<file path="src/rtl/fwd_hazard_unit_if.sv">
// ---------------------------------------------------------------------------
// fwd_hazard_unit_if
//   Bundles the ID-stage operand request, the in-flight pipeline results and
//   the resolved operands/stall returned by fwd_hazard_unit.
//
//   master : the core side (drives ID/EX/MEM/WB information, reads results)
//   slave  : fwd_hazard_unit
//
//   id_valid, id_rs_addr, id_rs_used, id_rs_data, id_rd, id_wen, id_is_load,
//   flush, ex_result, mem_result, mem_ready, wb_data   : master -> slave
//   fwd_data, stall, perf_stall_cnt                    : slave -> master
// ---------------------------------------------------------------------------
interface fwd_hazard_unit_if #(
  parameter int XLEN    = 32,
  parameter int NUM_SRC = 2,
  parameter int REG_AW  = 5,
  parameter int PERF_W  = 32
);
  logic                      id_valid;
  logic [NUM_SRC*REG_AW-1:0] id_rs_addr;
  logic [NUM_SRC-1:0]        id_rs_used;
  logic [NUM_SRC*XLEN-1:0]   id_rs_data;
  logic [REG_AW-1:0]         id_rd;
  logic                      id_wen;
  logic                      id_is_load;
  logic                      flush;
  logic [XLEN-1:0]           ex_result;
  logic [XLEN-1:0]           mem_result;
  logic                      mem_ready;
  logic [XLEN-1:0]           wb_data;
  logic [NUM_SRC*XLEN-1:0]   fwd_data;
  logic                      stall;
  logic [PERF_W-1:0]         perf_stall_cnt;

  modport master (
    output id_valid, id_rs_addr, id_rs_used, id_rs_data, id_rd, id_wen,
           id_is_load, flush, ex_result, mem_result, mem_ready, wb_data,
    input  fwd_data, stall, perf_stall_cnt
  );

  modport slave (
    input  id_valid, id_rs_addr, id_rs_used, id_rs_data, id_rd, id_wen,
           id_is_load, flush, ex_result, mem_result, mem_ready, wb_data,
    output fwd_data, stall, perf_stall_cnt
  );
endinterface

</file>
<file path="src/rtl/fwd_hazard_unit.sv">
// ---------------------------------------------------------------------------
// fwd_hazard_unit
//   Operand forwarding and hazard detection between ID and EX of a 5-stage
//   RISC-V pipeline. A shadow scoreboard (EX/MEM/WB records) tracks in-flight
//   destinations; each source operand is resolved to the youngest producer's
//   value in the same cycle. Stall is raised on load-use hazards and while a
//   load in MEM waits for data memory.
//
//   Ports
//     clk    : core clock, rising edge
//     rst_n  : asynchronous active-low reset
//     bus    : fwd_hazard_unit_if.slave (ID request, pipeline results,
//              fwd_data / stall / perf_stall_cnt)
//
//   Configuration macro
//     FWD_PERF_EN : when defined, perf_stall_cnt is a saturating count of
//                   stalled cycles; otherwise it is tied to zero.
// ---------------------------------------------------------------------------
module fwd_hazard_unit #(
  parameter int XLEN    = 32,
  parameter int NUM_SRC = 2,
  parameter int REG_AW  = 5,
  parameter int PERF_W  = 32
) (
  input  logic               clk,
  input  logic               rst_n,
  fwd_hazard_unit_if.slave   bus
);

  typedef struct packed {
    logic              valid;
    logic [REG_AW-1:0] rd;
    logic              wen;
    logic              is_load;
  } rec_t;

  localparam rec_t BUBBLE = '0;

  rec_t                    r_ex, r_mem, r_wb;
  rec_t                    w_id_rec;
  logic                    w_mem_wait;
  logic                    w_hazard;
  logic                    w_stall;
  logic [NUM_SRC-1:0]      w_op_hz;
  logic [NUM_SRC*XLEN-1:0] w_fwd_data;

  function automatic logic hit(input rec_t rec, input logic [REG_AW-1:0] addr);
    return rec.valid & rec.wen & (rec.rd == addr);
  endfunction

  assign w_mem_wait = r_mem.valid & r_mem.is_load & ~bus.mem_ready;

  // Priority chain: x0, EX, MEM, WB, register file. A load in EX, or a load
  // in MEM still waiting on memory, has no data yet: report a hazard and
  // drive zero rather than a stale value.
  always_comb begin
    // NOTE: every output gets a default before the loop so no path leaves a
    // variable unassigned, which would otherwise infer a latch.
    w_fwd_data = '0;
    w_op_hz    = '0;
    for (int i = 0; i < NUM_SRC; i++) begin
      if (bus.id_rs_addr[i*REG_AW +: REG_AW] == '0) begin
        w_fwd_data[i*XLEN +: XLEN] = '0;
      end else if (hit(r_ex, bus.id_rs_addr[i*REG_AW +: REG_AW])) begin
        if (r_ex.is_load) w_op_hz[i] = 1'b1;
        else              w_fwd_data[i*XLEN +: XLEN] = bus.ex_result;
      end else if (hit(r_mem, bus.id_rs_addr[i*REG_AW +: REG_AW])) begin
        if (w_mem_wait) w_op_hz[i] = 1'b1;
        else            w_fwd_data[i*XLEN +: XLEN] = bus.mem_result;
      end else if (hit(r_wb, bus.id_rs_addr[i*REG_AW +: REG_AW])) begin
        w_fwd_data[i*XLEN +: XLEN] = bus.wb_data;
      end else begin
        w_fwd_data[i*XLEN +: XLEN] = bus.id_rs_data[i*XLEN +: XLEN];
      end
    end
  end

  // Unused operands are still resolved but never hold the pipeline.
  assign w_hazard = |(w_op_hz & bus.id_rs_used);
  assign w_stall  = bus.id_valid & ~bus.flush & (w_hazard | w_mem_wait);

  // Outputs are forced quiet while reset is asserted.
  assign bus.stall    = rst_n & w_stall;
  assign bus.fwd_data = rst_n ? w_fwd_data : '0;

  assign w_id_rec = '{valid: 1'b1, rd: bus.id_rd, wen: bus.id_wen,
                      is_load: bus.id_is_load};

  always_ff @(posedge clk or negedge rst_n) begin
    // NOTE: the three records are control state, not a storage array; they
    // must be reset so no phantom producer survives a reset.
    if (!rst_n) begin
      r_ex  <= BUBBLE;
      r_mem <= BUBBLE;
      r_wb  <= BUBBLE;
    end else if (w_mem_wait) begin
      // MEM and EX freeze behind the waiting load; WB drains to a bubble.
      // A redirect may still squash the instruction held in EX, never MEM.
      r_wb <= BUBBLE;
      if (bus.flush) r_ex <= BUBBLE;
    end else begin
      // NOTE: non-blocking assignments make the shift read the old values of
      // every stage, so WB<=MEM and MEM<=EX can be written in any order.
      r_wb  <= r_mem;
      r_mem <= r_ex;
      r_ex  <= (bus.id_valid & ~w_stall & ~bus.flush) ? w_id_rec : BUBBLE;
    end
  end

`ifdef FWD_PERF_EN
  logic [PERF_W-1:0] r_perf_cnt;

  always_ff @(posedge clk or negedge rst_n) begin
    if (!rst_n)                           r_perf_cnt <= '0;
    else if (w_stall && (r_perf_cnt != '1)) r_perf_cnt <= r_perf_cnt + PERF_W'(1);
  end

  assign bus.perf_stall_cnt = r_perf_cnt;
`else
  assign bus.perf_stall_cnt = '0;
`endif

endmodule
</file>
<file path="src/flat_wrapper.sv">
// flat-port wrapper written by rule: the top's interface ports become plain ports
module fwd_hazard_unit_flat 
#(
  parameter int XLEN    = 32,
  parameter int NUM_SRC = 2,
  parameter int REG_AW  = 5,
  parameter int PERF_W  = 32
)
  (clk, rst_n, bus_id_valid, bus_id_rs_addr, bus_id_rs_used, bus_id_rs_data, bus_id_rd, bus_id_wen, bus_id_is_load, bus_flush, bus_ex_result, bus_mem_result, bus_mem_ready, bus_wb_data, bus_fwd_data, bus_stall, bus_perf_stall_cnt);
  fwd_hazard_unit_if #(.XLEN(XLEN), .NUM_SRC(NUM_SRC), .REG_AW(REG_AW), .PERF_W(PERF_W)) bus_i ();
  input  logic clk;
  input  logic rst_n;
  input wire logic [$bits(bus_i.id_valid)-1:0] bus_id_valid;
  input wire logic [$bits(bus_i.id_rs_addr)-1:0] bus_id_rs_addr;
  input wire logic [$bits(bus_i.id_rs_used)-1:0] bus_id_rs_used;
  input wire logic [$bits(bus_i.id_rs_data)-1:0] bus_id_rs_data;
  input wire logic [$bits(bus_i.id_rd)-1:0] bus_id_rd;
  input wire logic [$bits(bus_i.id_wen)-1:0] bus_id_wen;
  input wire logic [$bits(bus_i.id_is_load)-1:0] bus_id_is_load;
  input wire logic [$bits(bus_i.flush)-1:0] bus_flush;
  input wire logic [$bits(bus_i.ex_result)-1:0] bus_ex_result;
  input wire logic [$bits(bus_i.mem_result)-1:0] bus_mem_result;
  input wire logic [$bits(bus_i.mem_ready)-1:0] bus_mem_ready;
  input wire logic [$bits(bus_i.wb_data)-1:0] bus_wb_data;
  output wire logic [$bits(bus_i.fwd_data)-1:0] bus_fwd_data;
  output wire logic [$bits(bus_i.stall)-1:0] bus_stall;
  output wire logic [$bits(bus_i.perf_stall_cnt)-1:0] bus_perf_stall_cnt;
  assign bus_i.id_valid = bus_id_valid;
  assign bus_i.id_rs_addr = bus_id_rs_addr;
  assign bus_i.id_rs_used = bus_id_rs_used;
  assign bus_i.id_rs_data = bus_id_rs_data;
  assign bus_i.id_rd = bus_id_rd;
  assign bus_i.id_wen = bus_id_wen;
  assign bus_i.id_is_load = bus_id_is_load;
  assign bus_i.flush = bus_flush;
  assign bus_i.ex_result = bus_ex_result;
  assign bus_i.mem_result = bus_mem_result;
  assign bus_i.mem_ready = bus_mem_ready;
  assign bus_i.wb_data = bus_wb_data;
  assign bus_fwd_data = bus_i.fwd_data;
  assign bus_stall = bus_i.stall;
  assign bus_perf_stall_cnt = bus_i.perf_stall_cnt;
  fwd_hazard_unit #(.XLEN(XLEN), .NUM_SRC(NUM_SRC), .REG_AW(REG_AW), .PERF_W(PERF_W)) u_core (.clk(clk), .rst_n(rst_n), .bus(bus_i));
endmodule
</file>
<file path="config.mk">
export PLATFORM = sky130hd
export DESIGN_NAME = fwd_hazard_unit_flat
export DESIGN_NICKNAME = d
export VERILOG_FILES = /design/src/rtl/fwd_hazard_unit_if.sv /design/src/rtl/fwd_hazard_unit.sv /design/src/flat_wrapper.sv
export SDC_FILE = /design/constraint.sdc
export NUM_CORES = 1
export LEC_CHECK = 0
export CORE_AREA = 10 10 119 121
export CTS_CLUSTER_DIAMETER = 100
export DETAILED_ROUTE_END_ITERATION = 16
export DIE_AREA = 0 0 129 131
export GPL_ROUTABILITY_DRIVEN = 1
export PLACE_DENSITY = 0.79
export RECOVER_POWER = 25
export SETUP_SLACK_MARGIN = 0.4
export SLEW_MARGIN = 20
export SYNTH_ARGS = -nofsm -noshare
export SYNTH_HDL_FRONTEND = slang
export SYNTH_SLANG_ARGS = --single-unit
export TNS_END_PERCENT = 10
</file>
<file path="constraint.sdc">
create_clock -name clk -period 2.4 [get_ports clk]
set_clock_uncertainty 0.15 [all_clocks]
set_input_delay 0.48 -clock clk [delete_from_list [all_inputs] [get_ports clk]]
set_output_delay 0.48 -clock clk [all_outputs]
set_load 0.03 [all_outputs]
</file>
==> results of run 1 <==
==> area by class of cell <==
cell class | count | area [sq um] | share of cell area [%]
antenna | 1 | 2.50 | 0.0284
clock buffer | 3 | 75.1 | 0.853
clock inverter | 1 | 5.00 | 0.0569
multi-input combinational | 445 | 3910 | 44.4
sequential | 23 | 578 | 6.57
tap | 147 | 184 | 2.09
timing repair buffer | 383 | 4050 | 46.0
==> logic make-up after synthesis <==
| kind of cell | synth area share [%] |
|---|---|
| AND/OR/NAND/NOR | 29.1 |
| flip-flops | 13.5 |
| XOR/XNOR | 6.17 |
| AO/OA/AOI/OAI | 36.5 |
| other | 0.0880 |
| buffers and inverters | 14.6 |
==> Yosys cell counts, types with 5 or more instances <==
cell type | instances | share of area [%]
or2b_2 | 25 | 5.1
buf_6 | 8 | 2.1
and3_1 | 5 | 0.73
xor2_1 | 18 | 3.7
a221oi_1 | 24 | 4.9
buf_4 | 33 | 5.8
and2_2 | 25 | 4.4
xnor2_1 | 12 | 2.5
nor2_1 | 39 | 3.4
buf_2 | 14 | 1.6
o22ai_1 | 32 | 4.7
and2_1 | 16 | 2.3
and3_2 | 28 | 4.9
clkbuf_1 | 24 | 2.1
o21ai_0 | 40 | 4.7
dfrtp_1 | 23 | 14
nand2b_1 | 9 | 1.3
nand2_1 | 38 | 3.3
a221oi_2 | 40 | 14
o32ai_1 | 32 | 6.6
==> critical path, delay by kind of cell, from the launching register on <==
kind / cells / cell delay, ns
AO/OA/AOI/OAI: 2 / 0.26
XOR/XNOR: 1 / 0.14
buffers and inverters: 6 / 0.83
flip-flops: 1 / 0.40
AND/OR/NAND/NOR: 2 / 0.58
==> worst paths after layout <==
check | start | slack (ns) | end | cells after the start
min reg2reg | u_core.r_mem[1] | 0.44 | u_core.r_mem[1] | 2
min in group clk | u_core.r_mem[1] | 0.44 | u_core.r_mem[1] | 2
min | rst_n | 0.36 | u_core.r_wb[3] | 2
max in group asynchronous | rst_n | 1.39 | u_core.r_ex[2] | 2
max reg2reg | u_core.r_ex[3] | 0.41 | u_core.r_ex[6] | 7
max | u_core.r_mem[2] | -0.71 | bus_fwd_data[31] | 11
==> repair_timing <==
item | in CTS | in global routing
pin swaps | 66 | 24
endpoints found under the setup margin | 73 | 73
endpoints found under the hold margin | 0 | 0
buffers inserted | 26 | 2
gates cloned | 7 | 0
hold buffers | 0 | 0
resized for setup | 167 | 40
==> metal layers <==
metal / wire (microns) / vias to the layer above
met2: 12600 / 368
met5: 13 / -
li1: - / 2614
met4: 699 / 2
met3: 2390 / 58
met1: 9830 / 2801
==> sequential cells by signal, indices dropped and copies added, names as in the netlist <==
name	count
u_core.r_ex	8
u_core.r_mem	8
u_core.r_wb	7
==> power by group through the flow <==
| stage | clock [mW] | sequential [mW] | combinational (mW) |
|---|---|---|---|
| 2_1_floorplan | 0 | 0.435 | 0.619 |
| 3_3_place_gp | 0 | 0.436 | 1.21 |
| 3_5_place_dp | 0 | 0.439 | 1.23 |
| 4_1_cts | 0.374 | 0.432 | 1.34 |
| 5_1_grt | 0.389 | 0.436 | 1.45 |
| 6_report | 0.368 | 0.434 | 1.39 |
==> results.py, run 1 <==
metrics = {
    "placed_design": {
        "port_buffers": 248,
        "placed_area_sq_um": 7680,
        "place.detailed.hpwl_microns": 18500,
        "post-place-ws_ns": -1.02,
        "place_congestion": 0.997,
        "dp_cells": 963,
    },
    "sta": {
        "timing.final.crit_share_pct": 129,
        "finalSetupViolCount": 65,
        "layout_min_cycle_time_ns": 3.11,
        "tns_ns": -35.99,
        "timing.hold.ws_ns": 0.364,
        "rsz0062_at_grt": "yes",
        "hold_viol": 0,
        "report.final.slew_viol_count": 0,
        "worst_slack_ns": -0.707,
        "max_freq_ghz": 0.322,
    },
    "power": {
        "p_per_area_nw_per_um2": 249,
        "pwr-share-seq_pct": 19.8,
        "irDropWorstVdd_v": 0.000274,
        "power.switching_mw": 0.830,
        "clockPowerShare_pct": 16.8,
        "swShare_pct": 37.8,
        "p_leak_nw": 3.65,
        "p_int_mw": 1.36,
        "p_total_mw": 2.19,
        "comb_power_share_pct": 63.4,
    },
    "global_route": {
        "globalRouteMet3Util_pct": 6.93,
        "gr-usage-met1_pct": 33.2,
        "grtUsageTotal_pct": 27.9,
        "antenna_found_initial": 2,
        "grt_start_max_net_pins": 33,
        "grt_pass1_wl_microns": 37100,
        "grt.busiest_layer": "met2",
        "grt_pass1_vias": 6228,
        "grt_use_met2_pct": 48.9,
        "grt_overflow": 0,
    },
    "critical_path": {
        "cp-end-kind": "output port",
        "slowest_delay_ns": 0.40,
        "critPathArrivalTime_ns": 2.48,
        "cp.required_ns": 1.77,
        "path_common_cell": "buf_12",
        "cpMaxStageDelayCell": "dfrtp_1",
        "path_class": "register to output port",
        "start_kind": "register",
        "crit_path_max_fanout": 6,
        "crit_path_cell_trace": "buf_6 > xor2_2 > nor4_2 > buf_4 > and2_4 > buf_12 > buf_12 > a221oi_1 > o22ai_1 > buf_4 > buf_12",
    },
    "clock_tree": {
        "clock-sinks": 23,
        "clk_pin_slew_ns": 0.06,
        "cts_max_level": 1,
        "clk_latency_ns": 0.26,
        "cts_tree": "done",
        "clk_path_buf_depth": 2,
        "clockRootBuffer": "clkbuf_16",
        "cts_buffers": 3,
    },
    "run_status": {
        "status": "complete, but fails checks",
        "failed_checks": "negative setup slack",
    },
    "drt": {
        "first_iter_violations": 474,
        "wl_per_cell_microns": 25.5,
        "drt_pass1_iterations": 5,
        "routed_via_density": 5.83,
        "wl_microns": 25500,
        "route.detailed.drc": 0,
        "vias": 5843,
        "antenna_left": 0,
    },
    "floorplanning": {
        "coreArea_sq_um": 11800,
        "rows": 40,
        "dieHeight_microns": 131,
        "start_util_pct": 36.1,
        "die_area_sq_um": 16900,
        "io_pins": 281,
        "die_w_microns": 129,
    },
    "cells_and_area": {
        "fin_cells": 1003,
        "final_common_cell": "clkdlybuf4s50_1",
        "syn2layout_area_growth_pct": 107,
        "drive_gt1_share_pct": 52.0,
        "layout_common_cells": "172 x clkdlybuf4s50_1, 124 x buf_4, 56 x a221oi_2",
        "postLayoutCellArea_sq_um": 8800,
        "final_util_pct": 74.5,
        "fillerInstances": 842,
        "nNetsFinal": 1040,
    },
    "hold_path": {
        "min_path_type": "input pin to asynchronous set/reset pin",
    },
    "logic_synthesis": {
        "yosys_register_bits": 23,
        "synth_edf_count": 0,
        "synthArstFlopShare_pct": 100,
        "seq_area_frac_synth_pct": 13.5,
        "synth_warnings": 0,
        "syn-instance-count": 526,
        "ys_types": 45,
        "postSynthAreaPerCell_sq_um": 8.10,
        "ys.flop_type": "dfrtp_1",
        "netlist_area_sq_um": 4260,
    },
    "flow_run": {
        "maxCapViolCount": 0,
    },
}
No activity file was read; power rests on OpenSTA's default activity.
==> run 2: changes to the inputs <==
--- a/config.mk
+++ b/config.mk
@@ -5,12 +5,13 @@
 export SDC_FILE = /design/constraint.sdc
 export NUM_CORES = 1
 export LEC_CHECK = 0
-export CORE_AREA = 10 10 119 121
+export ABC_AREA = 0
+export CORE_AREA = 10 10 135 106
 export CTS_CLUSTER_DIAMETER = 100
 export DETAILED_ROUTE_END_ITERATION = 16
-export DIE_AREA = 0 0 129 131
+export DIE_AREA = 0 0 145 116
 export GPL_ROUTABILITY_DRIVEN = 1
-export PLACE_DENSITY = 0.79
+export PLACE_DENSITY_LB_ADDON = 0.3
 export RECOVER_POWER = 25
 export SETUP_SLACK_MARGIN = 0.4
 export SLEW_MARGIN = 20
==> run 2 against run 1 <==
  * The run still ends with negative setup slack left
  * Via count fell by 2.6%
  * Non-clock buffer count shrank 36
  * Combinational power barely moved
  * Global-route usage down 0.37 points
  * Setup slack better by 0.14 ns
  * Fmax grew 4.7%
  * Critical endpoint is now bus_fwd_data[46]
  * Largest cell class is now multi-input gates
  * Largest power group unchanged
==> results.py, run 2 (same netlist as run 1, synthesis figures left out) <==
metrics = {
    "global_route": {
        "antenna_found_initial": 0,
        "grt_overflow": 0,
        "grtUsageTotal_pct": 27.6,
        "grt_pass1_vias": 6203,
        "grt_pass1_wl_microns": 37800,
        "grt_start_max_net_pins": 33,
    },
    "floorplanning": {
        "start_util_pct": 37.0,
        "dieHeight_microns": 116,
        "io_pins": 281,
        "coreArea_sq_um": 11500,
        "die_area_sq_um": 16800,
        "die_w_microns": 145,
        "rows": 34,
    },
    "critical_path": {
        "crit_path_max_fanout": 8,
        "cp-end-kind": "output port",
        "critPathArrivalTime_ns": 2.34,
        "path_class": "input pin to output port",
        "cp.required_ns": 1.77,
        "start_kind": "input pin",
    },
    "clock_tree": {
        "cts_max_level": 1,
        "cts_tree": "done",
        "clockRootBuffer": "clkbuf_16",
        "clk_latency_ns": 0.26,
        "cts_buffers": 3,
        "clk_pin_slew_ns": 0.06,
        "ctsHoldBuffers": 0,
        "clk_path_buf_depth": 2,
        "clock-sinks": 23,
    },
    "drt": {
        "vias": 5693,
        "drt_pass1_iterations": 5,
        "wl_met3_microns": 2300,
        "antenna_left": 0,
        "top_layer_used": "met4",
        "wl_per_cell_microns": 25.4,
        "route.detailed.drc": 0,
        "routed_via_density": 5.79,
        "wirelength_met1_microns": 9970,
        "first_iter_violations": 406,
        "wl_met2_microns": 12500,
        "wl_microns": 25000,
    },
    "sta": {
        "worst_slack_ns": -0.567,
        "report.final.slew_viol_count": 0,
        "max_freq_ghz": 0.337,
        "hold_viol": 0,
        "timing.hold.ws_ns": 0.0507,
        "finalSetupViolCount": 65,
        "rsz0062_at_grt": "yes",
        "tns_ns": -32.01,
        "layout_min_cycle_time_ns": 2.97,
        "timing.final.crit_share_pct": 124,
    },
    "cells_and_area": {
        "syn2layout_area_growth_pct": 102,
        "top_regs": "u_core.r_ex (8), u_core.r_mem (8), u_core.r_wb (7)",
        "nNetsFinal": 1004,
        "fillerInstances": 831,
        "final_common_cell": "clkdlybuf4s50_1",
        "drive_gt1_share_pct": 52.9,
        "layout_common_cells": "172 x clkdlybuf4s50_1, 104 x buf_4, 49 x a221oi_2",
    },
    "placed_design": {
        "port_buffers": 248,
        "place_congestion": 0.957,
        "place.detailed.hpwl_microns": 17800,
    },
    "run_status": {
        "failed_checks": "negative setup slack",
        "status": "complete, but fails checks",
    },
    "hold_path": {
        "min_path_type": "input pin to asynchronous set/reset pin",
    },
    "power": {
        "p_per_area_nw_per_um2": 251,
        "p_leak_nw": 3.44,
        "irDropWorstVdd_v": 0.000297,
    },
    "flow_run": {
        "maxCapViolCount": 0,
    },
}
## run 2: final timing paths
check / startpoint / to / slack (ns) / cells after the start
setup reg to reg: u_core.r_ex[2] / u_core.r_ex[4] / 0.46 / 7
setup / recovery: bus_id_rs_addr[8] / bus_fwd_data[46] / -0.57 / 11
hold reg to reg: u_core.r_mem[1] / u_core.r_mem[1] / 0.40 / 2
min in group clk: u_core.r_mem[1] / u_core.r_mem[1] / 0.40 / 2
max in group asynchronous: rst_n / u_core.r_mem[4] / 1.45 / 2
hold / removal: rst_n / u_core.r_mem[6] / 0.05 / 1
## run 2: what timing repair did
| item | 4_1_cts | 5_1_grt |
|---|---|---|
| setup endpoints to repair | 73 | 73 |
| buffers inserted | 14 | 2 |
| gates cloned | 6 | 1 |
| hold endpoints to repair | 0 | 0 |
| pin swaps | 66 | 22 |
| resized for setup | 169 | 69 |
## run 2: cell type report
class / instances / area [sq um] / area share, %
tap: 162 / 203 / 2.35
clock inverter: 1 / 5.00 / 0.0580
multi-input combinational: 445 / 4140 / 48.0
timing repair buffer: 347 / 3620 / 41.9
sequential: 23 / 579 / 6.72
clock buffer: 3 / 75.1 / 0.870
antenna: 2 / 5.00 / 0.0580
## run 2: where the power goes
group	switching [mW]	internal [mW]	leakage [nW]
Clock	0.142	0.224	0.0409
Sequential	0.0212	0.410	0.301
Combinational	0.662	0.703	3.10
## run 2: worst max-delay path, stage by stage
cell	delay, ns
buf_6	0.11
buf_6	0.11
xor2_2	0.16
nor4_2	0.25
buf_4	0.16
and4_4	0.25
buf_12	0.15
buf_12	0.12
a221oi_2	0.04
o32ai_2	0.29
buf_4	0.22
## run 2: metal layers
layer	GRT usage, %	vias up
met5	0	-
met1	33.7	2793
met4	2.78	0
met2	50.0	338
met3	6.51	27
li1	-	2535
## run 2: metrics by stage
step                setup slack [ns]  std cells  utilization [%]  total power, mW  instance area, sq um
floorplan                     -0.237        557                -             1.05                  4620
global placement               -1.01        954             64.3             1.62                  7410
detailed placement             -1.02        954             64.3             1.63                  7410
CTS                           -0.557        978             71.6             2.10                  8250
global route                  -0.630        981             74.8             2.25                  8620
finish                        -0.567        983             74.8             2.16                  8620
